==> src/rtl/teclado_notas_pkg.sv <==
// notas_pkg: shared types and note-code constants for the keyboard front-end.
//   estado_t  : debounce FSM states
//   NOTA_*    : 3-bit note codes driven onto {notas3,notas2,notas1}
package notas_pkg;
  typedef enum logic [1:0] {IDLE, FILTRO, SEGURA, SOLTA} estado_t;
  localparam int NOTA_W = 3;
  localparam logic [NOTA_W-1:0] NOTA_DO        = 3'd0;
  localparam logic [NOTA_W-1:0] NOTA_RE        = 3'd1;
  localparam logic [NOTA_W-1:0] NOTA_MI        = 3'd2;
  localparam logic [NOTA_W-1:0] NOTA_FA        = 3'd3;
  localparam logic [NOTA_W-1:0] NOTA_SOL       = 3'd4;
  localparam logic [NOTA_W-1:0] NOTA_LA        = 3'd5;
  localparam logic [NOTA_W-1:0] NOTA_SI        = 3'd6;
  localparam logic [NOTA_W-1:0] NOTA_DO_AGUDO  = 3'd7;
endpackage

==> src/rtl/teclado_notas_if.sv <==
// teclado_notas_if: button inputs and decoder-side outputs of the keyboard front-end.
//   teclas[7:0], tecla_tom : raw buttons (driven by master)
//   tom, notas3..1         : held note code for the seven-segment decoder
//   novo, ativo            : new-note pulse and key-held level
interface teclado_notas_if;
  logic [7:0] teclas;
  logic       tecla_tom;
  logic       tom;
  logic       notas3;
  logic       notas2;
  logic       notas1;
  logic       novo;
  logic       ativo;
  modport master (output teclas, tecla_tom, input tom, notas3, notas2, notas1, novo, ativo);
  modport slave  (input teclas, tecla_tom, output tom, notas3, notas2, notas1, novo, ativo);
endinterface

==> src/rtl/sincronizador.sv <==
// sincronizador: W-bit wide, STAGES-deep flop chain for asynchronous inputs.
//   clk, rst_n : clock, async active-low reset (chain clears to 0)
//   d          : raw asynchronous input
//   q          : synchronized output, STAGES cycles later
module sincronizador #(
  parameter int W      = 1,
  parameter int STAGES = 2
) (
  input  logic         clk,
  input  logic         rst_n,
  input  logic [W-1:0] d,
  output logic [W-1:0] q
);
  logic [STAGES-1:0][W-1:0] cadeia;
  always_ff @(posedge clk or negedge rst_n)
    if (!rst_n) cadeia <= '0;
    else cadeia <= {cadeia[STAGES-2:0], d};
  assign q = cadeia[STAGES-1];
endmodule

==> src/rtl/teclado_notas.sv <==
// teclado_notas: debounced, priority-encoded, held note code for the note-display decoder.
//   clk, rst_n : clock, async active-low reset
//   bus        : teclado_notas_if.slave (buttons in; tom, notas3..1, novo, ativo out)
module teclado_notas
  import notas_pkg::*;
#(
  parameter int DEBOUNCE_CYCLES = 16,
  parameter int SYNC_STAGES     = 2
) (
  input  logic            clk,
  input  logic            rst_n,
  teclado_notas_if.slave  bus
);
  localparam int CW = $clog2(DEBOUNCE_CYCLES + 1);
  localparam logic [CW-1:0] ULTIMO = CW'(DEBOUNCE_CYCLES - 1);
  logic [8:0]        sinc;
  logic [7:0]        ts;
  logic              tt;
  estado_t           estado;
  logic [CW-1:0]     cont;
  logic [7:0]        cand;
  logic [NOTA_W-1:0] nota;
  logic              tom;
  logic              novo;
  logic              ativo;
  sincronizador #(.W(9), .STAGES(SYNC_STAGES)) u_sinc (
    .clk   (clk),
    .rst_n (rst_n),
    .d     ({bus.tecla_tom, bus.teclas}),
    .q     (sinc)
  );
  assign {tt, ts} = sinc;
  // Lowest-index key wins.
  function automatic logic [NOTA_W-1:0] prioridade(input logic [7:0] v);
    prioridade = NOTA_DO;
    for (int i = 7; i >= 0; i--)
      if (v[i]) prioridade = NOTA_W'(i);
  endfunction
  // The whole key vector is the candidate, so any change while filtering restarts it.
  always_ff @(posedge clk or negedge rst_n)
    if (!rst_n) begin
      estado <= IDLE;
      cont   <= '0;
      cand   <= '0;
      nota   <= '0;
      tom    <= 1'b0;
      novo   <= 1'b0;
      ativo  <= 1'b0;
    end else begin
      novo <= 1'b0;
      case (estado)
        IDLE:
          if (ts != '0) begin
            estado <= FILTRO;
            cand   <= ts;
            cont   <= '0;
          end
        FILTRO:
          if (ts == '0) estado <= IDLE;
          else if (ts != cand) begin
            cand <= ts;
            cont <= '0;
          end else if (cont != ULTIMO) cont <= cont + CW'(1);
          else begin
            nota   <= prioridade(cand);
            tom    <= tt;
            novo   <= 1'b1;
            ativo  <= 1'b1;
            estado <= SEGURA;
          end
        SEGURA:
          if (ts == '0) begin
            estado <= SOLTA;
            cont   <= '0;
          end
        SOLTA:
          if (ts != '0) estado <= SEGURA;
          else if (cont != ULTIMO) cont <= cont + CW'(1);
          else begin
            estado <= IDLE;
            ativo  <= 1'b0;
          end
        default: estado <= IDLE;
      endcase
    end
  assign bus.tom = tom;
  assign {bus.notas3, bus.notas2, bus.notas1} = nota;
  assign bus.novo  = novo;
  assign bus.ativo = ativo;
endmodule

==> src/flat_wrapper.sv <==
// flat-port wrapper written by rule: the top's interface ports become plain ports
module teclado_notas_flat import notas_pkg::*;
#(
  parameter int DEBOUNCE_CYCLES = 16,
  parameter int SYNC_STAGES     = 2
)
  (clk, rst_n, bus_teclas, bus_tecla_tom, bus_tom, bus_notas3, bus_notas2, bus_notas1, bus_novo, bus_ativo);
  teclado_notas_if bus_i ();
  input  logic clk;
  input  logic rst_n;
  input wire logic [$bits(bus_i.teclas)-1:0] bus_teclas;
  input wire logic [$bits(bus_i.tecla_tom)-1:0] bus_tecla_tom;
  output wire logic [$bits(bus_i.tom)-1:0] bus_tom;
  output wire logic [$bits(bus_i.notas3)-1:0] bus_notas3;
  output wire logic [$bits(bus_i.notas2)-1:0] bus_notas2;
  output wire logic [$bits(bus_i.notas1)-1:0] bus_notas1;
  output wire logic [$bits(bus_i.novo)-1:0] bus_novo;
  output wire logic [$bits(bus_i.ativo)-1:0] bus_ativo;
  assign bus_i.teclas = bus_teclas;
  assign bus_i.tecla_tom = bus_tecla_tom;
  assign bus_tom = bus_i.tom;
  assign bus_notas3 = bus_i.notas3;
  assign bus_notas2 = bus_i.notas2;
  assign bus_notas1 = bus_i.notas1;
  assign bus_novo = bus_i.novo;
  assign bus_ativo = bus_i.ativo;
  teclado_notas #(.DEBOUNCE_CYCLES(DEBOUNCE_CYCLES), .SYNC_STAGES(SYNC_STAGES)) u_core (.clk(clk), .rst_n(rst_n), .bus(bus_i));
endmodule
==> config.mk <==
export PLATFORM = sky130hd
export DESIGN_NAME = teclado_notas_flat
export DESIGN_NICKNAME = d
export VERILOG_FILES = /design/src/rtl/teclado_notas_pkg.sv /design/src/rtl/teclado_notas_if.sv /design/src/rtl/sincronizador.sv /design/src/rtl/teclado_notas.sv /design/src/flat_wrapper.sv
export SDC_FILE = /design/constraint.sdc
export NUM_CORES = 1
export LEC_CHECK = 0
export CAP_MARGIN = 20
export CORE_MARGIN = 2
export CORE_UTILIZATION = 53
export CTS_BUF_LIST = sky130_fd_sc_hd__clkbuf_8
export DETAILED_ROUTE_END_ITERATION = 10
export GPL_TIMING_DRIVEN = 0
export PLACE_DENSITY = 0.8
export SETUP_SLACK_MARGIN = 0.5
export SLEW_MARGIN = 30
export SYNTH_ARGS = -nofsm -noshare
export SYNTH_HDL_FRONTEND = slang
export SYNTH_SLANG_ARGS = --single-unit
==> constraint.sdc <==
create_clock -name clk -period 1.95 [get_ports clk]
set_clock_uncertainty 0.2 [all_clocks]
set_input_delay 0.195 -clock clk [delete_from_list [all_inputs] [get_ports clk]]
set_output_delay 0.195 -clock clk [all_outputs]
set_load 0.05 [all_outputs]
* Word-level counts from Yosys, hierarchy flattened
Cells that the tools add are included.
** Storage, ports and cells
- Output and inout port bits :: 6
- Input port bits :: 11
- Register bits :: 39
** Operators by class
- Equal/unequal tests :: 16
- Bitwise logic cells :: 3
- Muxes and demuxes :: 37
- $add $sub $neg :: 1
- Reductions and logical operators :: 10
** Operators by type and width (number)
- 5-bit 2-to-1 mux :: 6
- 3-bit 2-to-1 mux :: 8
- 8-bit 2-to-1 mux :: 3
- 5-bit case mux with 4 select lines :: 1
- 8-bit case mux with 2 select lines :: 1
- 2-bit 2-to-1 mux :: 7
- 4-bit AND reduction :: 3
- 2-bit inequality test (second input constant) :: 5
- 1-bit 2-to-1 mux :: 9
- 8-bit logical NOT :: 1
- 8-bit inequality test :: 1
- 2-bit case mux with 4 select lines :: 1
- 8-bit nonzero test :: 1
- 2-bit by 1-bit inequality test with 1-bit output (second input constant) :: 3
- 3-bit by 2-bit inequality test with 1-bit output (second input constant) :: 2
- 6-bit AND reduction :: 1
- 5-bit by 1-bit adder with 5-bit output (second input constant) :: 1
- 5-bit by 4-bit inequality test with 1-bit output (second input constant) :: 1
- 5-bit AND reduction :: 1
- 2-bit == test (second input constant) :: 2
- 2-bit nonzero test :: 2
- 3-bit inequality test (second input constant) :: 1
- 1-bit inverter :: 3
- 2-bit by 1-bit == test with 1-bit output (second input constant) :: 1
- other kinds (2) :: 2

* Depth between registers and ports, before layout
- Depth in word-level cells :: 8
- Depth in mapped cells :: 7
- Mapped depth without buffers :: 5

* Modules after synthesis
A second synthesis with hierarchy kept.
** Unflattened totals
- Cells, all modules :: 166
- Area total of the unflattened synthesis :: 1881.8 µm²
** By module, submodules not included
- teclado_notas :: times used 1, cells each 139, area each 1363.8 µm²
- sincronizador :: times used 1, cells each 27, area each 518.0 µm²

* Worst setup path before layout
Ideal clock, no wire load.
- Kind :: register -> register
- From :: register u_core.cont[0]
- To :: register u_core.tom (netlist: u_core.bus.tom)
- Setup slack :: -0.158 ns
- Library setup time :: 0.125 ns
- Path buffers :: 2
- Cell stages (with the launch flop) :: 8
- Period minus slack after synthesis :: 2.108 ns
- Data arrival time :: 1.783 ns
- Cells stage by stage :: dfrtp_1 -> ha_1 -> and4b_1 -> buf_2 -> and2_1 -> and4_1 -> buf_6 -> mux2_4
** Between the ends
- Cells in the longest elaborated chain, start to end :: 3
** Ends and longest elaborated chain
- from (decl) :: RTL line teclado_notas.sv:20 : logic [CW-1:0] cont;
- from (signal assigned) :: RTL line teclado_notas.sv:63 : end else if (cont != ULTIMO) cont <= cont + CW'(1);
- from (signal assigned) :: RTL line teclado_notas.sv:78 : else if (cont != ULTIMO) cont <= cont + CW'(1);
- 5-bit by 4-bit inequality test with 1-bit output :: RTL line teclado_notas.sv:63
- 1-bit inverter (no line)
- 4-bit AND reduction (no line)
- to (signal assigned) :: RTL line teclado_notas.sv:66 : tom <= tt;
- to (decl) :: RTL line teclado_notas.sv:23 : logic tom;
No other way between the ends.
A chain may end at the register's enable or synchronous reset.

* Final worst setup path
- From :: register u_core.cand[0]
- To :: register u_core.tom (netlist: u_core.bus.tom)
** Between the ends
- Cells in the longest elaborated chain, start to end :: 3
** Ends and longest elaborated chain
- from (decl) :: RTL line teclado_notas.sv:21 : logic [7:0] cand;
- from (signal assigned) :: RTL line teclado_notas.sv:55 : cand <= ts;
- from (signal assigned) :: RTL line teclado_notas.sv:61 : cand <= ts;
- 8-bit inequality test :: RTL line teclado_notas.sv:60 : else if (ts != cand) begin
- 1-bit inverter (no line)
- 4-bit AND reduction (no line)
No other way between the ends.

==> metrics list <==
- Floorplan die height: between 60 and 70 um
- Maximum achievable frequency: approximately 500 MHz
- STA classifies the critical path endpoint as a flip-flop.
- Leading cell types by count after synthesis: sky130_fd_sc_hd__dfrtp_1, sky130_fd_sc_hd__a22o_1, sky130_fd_sc_hd__nand2_1
* Maximum fanout along the worst path: 5
- The final critical path takes up 102% of the cycle.
- Across the run, the number of max-cap violations was 0.
- Cell-by-cell listing of the critical path: xor2_2, nor4_4, and4_1, buf_6, mux2_4
- Worst setup timing slack at the placement stage: -0.212 ns
* Routed wire length: slightly below 5 mm
* Antenna Cells: 0
- Synthesis inferred 39 register bits.
- Hold Slack: roughly 0.13 ns
- After legalization and detailed placement, the total HPWL measured about 2.5 mm.
- CTS saw 39 sinks.
- Final count of hold timing violations: 0
* CTS Buf Count: 5
- After synthesis, the largest family of logic cells by area is simple AND/OR/NAND/NOR gates.
- For this run, design rule violations remaining after detail routing come to 0.
- DRT antenna net count: 0
* Top-level port count: 17
- Depth of the critical timing path with buffers and inverters included: 5
* Total standard cell area after synthesis: about 1800 um^2
* TritonCTS clock tree: done
* Data required time at the worst endpoint: about 1.9 ns
- Number of pins exceeding their max-slew limit in the final report: 0
- Counting instances, the worst hold path has a depth of 1.
* EDFF count, synth: 0
* Post-layout nets: around 210
- The average instance in the mapped netlist occupies between 10 and 15 um^2.
* Clock latency of the later-clocked register in the worst-skew pair: around 0.3 ns
- Count of cell types in the netlist: 43
- Xor and xnor area share after synthesis: under 10%
* Fraction of the mapped netlist area in adder cells: less than 1%
* Number of search-and-repair iterations in the first detailed-routing pass: 4
- Counting I/O delays and the setup requirement, the final critical path takes about 2 ns.
* Violated checks: setup timing
- Result of the run: complete, but fails checks
- On the critical path, the stage with the largest delay is an instance of sky130_fd_sc_hd__dfrtp_2.
* Floorplan die width: 61.6 um
* Multi-input gate area in the final layout: between 900 and 1000 um^2
* Layout cells sized above 1: a little under half
- Predominant post-synthesis flop cell: sky130_fd_sc_hd__dfrtp_1
- Cell types with the largest area share after synthesis: sky130_fd_sc_hd__dfrtp_1, sky130_fd_sc_hd__nor4_4, sky130_fd_sc_hd__a22o_1, sky130_fd_sc_hd__xor2_1, sky130_fd_sc_hd__mux2_4
- Worst Setup Start Kind: flip-flop
- Final setup TNS: -0.206 ns
- Compared with the post-synthesis result, the final layout area differs by 47.3%.
- Entering global routing, the biggest net connects 25 pins.
- The number of antenna violations at the first check in global routing was 0.
* Utilization of the core after routing: 83.4%
- After detailed routing, the average wire length per cell comes to 19.9 um.
- In this run the deepest clock path goes through 2 buffers.
* Number of global-route vias before repair: about 1500
- Root Buffer Master: sky130_fd_sc_hd__clkbuf_8
- After the first detailed-routing iteration, the DRC count stood at around 140.
- Most instantiated library cell after synthesis: sky130_fd_sc_hd__dfrtp_1
- Setup violations remaining at the end of the flow were counted as 11.
- HP Class: input port to flip-flop
* Area of the placeable core: 3100 um^2
* Area of the die: between 3000 and 4000 um^2
* Net count after synthesis: around 160
- The initial utilization of the core area, before any placement, comes to ~57%.
* Leak Pwr: 1.10 nW
- Crit Path Class: flip-flop to flip-flop
- After clock tree synthesis, the clock-pin slew on the worst setup and hold paths is approximately 0.07 ns.
* RSZ-0062 raised after global routing: true
- The Yosys step of the flow raised 0 warnings.
- Number of H-tree branching levels: 2
* Vias after detailed routing: roughly 1500
- In the synthesized netlist, mux cells make up 3.42% of the area.
* Row cnt: 20
- Routability congestion estimate from global placement: ~0.84
- Arrival time at the worst endpoint: approximately 2 ns
- Slew at the pin with the worst max-slew slack: ~0.54 ns
- Portion of the post-synthesis area used by sequential elements: around 56%
- Number of I/O port buffers: 16
- Syn Inst Count: ~140
- Global routing finished with a remaining overflow of 0.
* Largest stage delay, worst path: between 0.4 and 0.5 ns
* Cell taking the most area after synthesis: sky130_fd_sc_hd__dfrtp_1
* Cell Count Post-Placement: between 200 and 250
* Number of fillers in the final layout: between 150 and 200
* Compound-Gate Fraction of Synth Area: ~16%
- Largest voltage drop on the vdd net: 0.000535 V
- Final instance count without filler cells: around 240
- Synth top area share: 55.6%
* Combined flip-flop and latch cell area: approximately 1000 um^2
* Total GRT Usage: a little over a quarter
* Family of cells with the greatest summed delay on the critical path: simple AND/OR/NAND/NOR gates
- Across all setup checks in the final design, the least slack found is -0.0410 ns.
* Synthesized-area fraction occupied by and/or/nand/nor cells: 16.7%
- In this run the tightest slew margin relative to its limit is 64.3%.
* Global-route wire length before repair: 6.94 mm
* Areal power density over the cells: ~620 nW/um^2
* Asr flop ratio synth: 100%
- Together, buffers and inverters on the worst path number 1.
- Using the TritonRoute via totals, the vias-per-cell ratio works out to 6.07.
- Measured in cells, the most critical reg-to-reg path has a length of 5.
[final cells by class]
class                           count  area share, %
Inverter                            5          0.725
Buffer                              5           1.79
Clock inverter                      1          0.145
Multi-Input combinational cell     94           36.4
Tap cell                           44           2.13
Sequential cell                    39           38.2
Clock buffer                        7           3.72
Timing Repair Buffer               47           16.9
[through the flow]
step | total power, mW | instance area (um^2)
6_report | 1.60 | 2590
4_1_cts | 1.60 | 2520
2_1_floorplan | 0.924 | 1800
3_3_place_gp | 0.970 | 2010
3_5_place_dp | 0.981 | 2030
5_1_grt | 1.65 | 2590
[worst register-to-register path: cells and delay by family (launching register included)]
family / cells / cell delay [ns]
flip-flops: 1 / 0.46
multiplexers: 1 / 0.30
XOR/XNOR: 1 / 0.21
AND/OR/NAND/NOR: 2 / 0.58
buffers and inverters: 1 / 0.13
[flip-flops by register name, summed over array words and instances (netlist names), named ones only]
name,flops
u_core.bus.ativo,1
u_core.bus.novo,1
u_core.bus.tom,1
u_core.cand,8
u_core.cont,5
u_core.estado,1
u_core.nota,3
u_core.u_sinc.cadeia,9
u_core.u_sinc.q,9
[timing repair]
item / CTS / global route
hold buffers: 1 / 0
gates cloned: 0 / 0
endpoints found under the setup margin: 27 / 23
pin swaps: 14 / 13
buffers inserted: 25 / 4
gates resized for setup: 57 / 16
endpoints found under the hold margin: 39 / 0
[where the power goes]
| group | leakage (nW) | total [mW] | switching, mW | internal (mW) |
|---|---|---|---|---|
| Clock | 0.0557 | 0.586 | 0.269 | 0.317 |
| Sequential | 0.469 | 0.871 | 0.0321 | 0.839 |
| Combinational | 0.571 | 0.147 | 0.0707 | 0.0768 |
| Total | 1.10 | 1.60 | 0.372 | 1.23 |
[cell families after synthesis]
logic type                 count (synthesis)
AOI/OAI and AO/OA                         39
buffers and inverters                     10
adders and majority gates                  1
and+or+nand+nor                           41
DFF                                       39
muxes                                      4
xor gates and xnor gates                   9
[path summary, 6_finish.rpt]
check	slack, ns	start	end
max reg2reg	-0.04	u_core.cand[0]$_DFFE_PN0P_	u_core.bus.tom$_DFFE_PN0P_
max in group asynchronous	0.94	rst_n	u_core.u_sinc.q[0]$_DFF_PN0_
min	0.13	bus_teclas[5]	u_core.u_sinc.cadeia[5]$_DFF_PN0_
min in group asynchronous	0.15	rst_n	u_core.u_sinc.cadeia[7]$_DFF_PN0_
min reg2reg	0.15	u_core.u_sinc.cadeia[5]$_DFF_PN0_	u_core.u_sinc.q[5]$_DFF_PN0_
max	-0.04	u_core.cand[0]$_DFFE_PN0P_	u_core.bus.tom$_DFFE_PN0P_
[layout by cell type (no fill, tap or decap), drive strengths merged, types with 2 or more instances in the layout]
cell            n
dfrtp          39
buf            36
a22o            9
clkdlybuf4s50   9
clkbuf          9
nand2           9
a21oi           9
xor2            8
inv             6
nor4            6
nor2b           4
o21ai           4
mux2            4
nand4           3
nor2            3
clkdlybuf4s15   3
and2            3
a31oi           3
nand3           3
o211ai          2
and3            2
nand2b          2
[per-layer routing]
layer  track usage (%)  vias up  wire, um
met5                 0        -         0
met4              11.2        0       162
met3              7.56       19       239
met2              46.3       58      2540
met1              30.3      752      1880
li1                  -      641         -
Power figures use the tool's default switching activity.
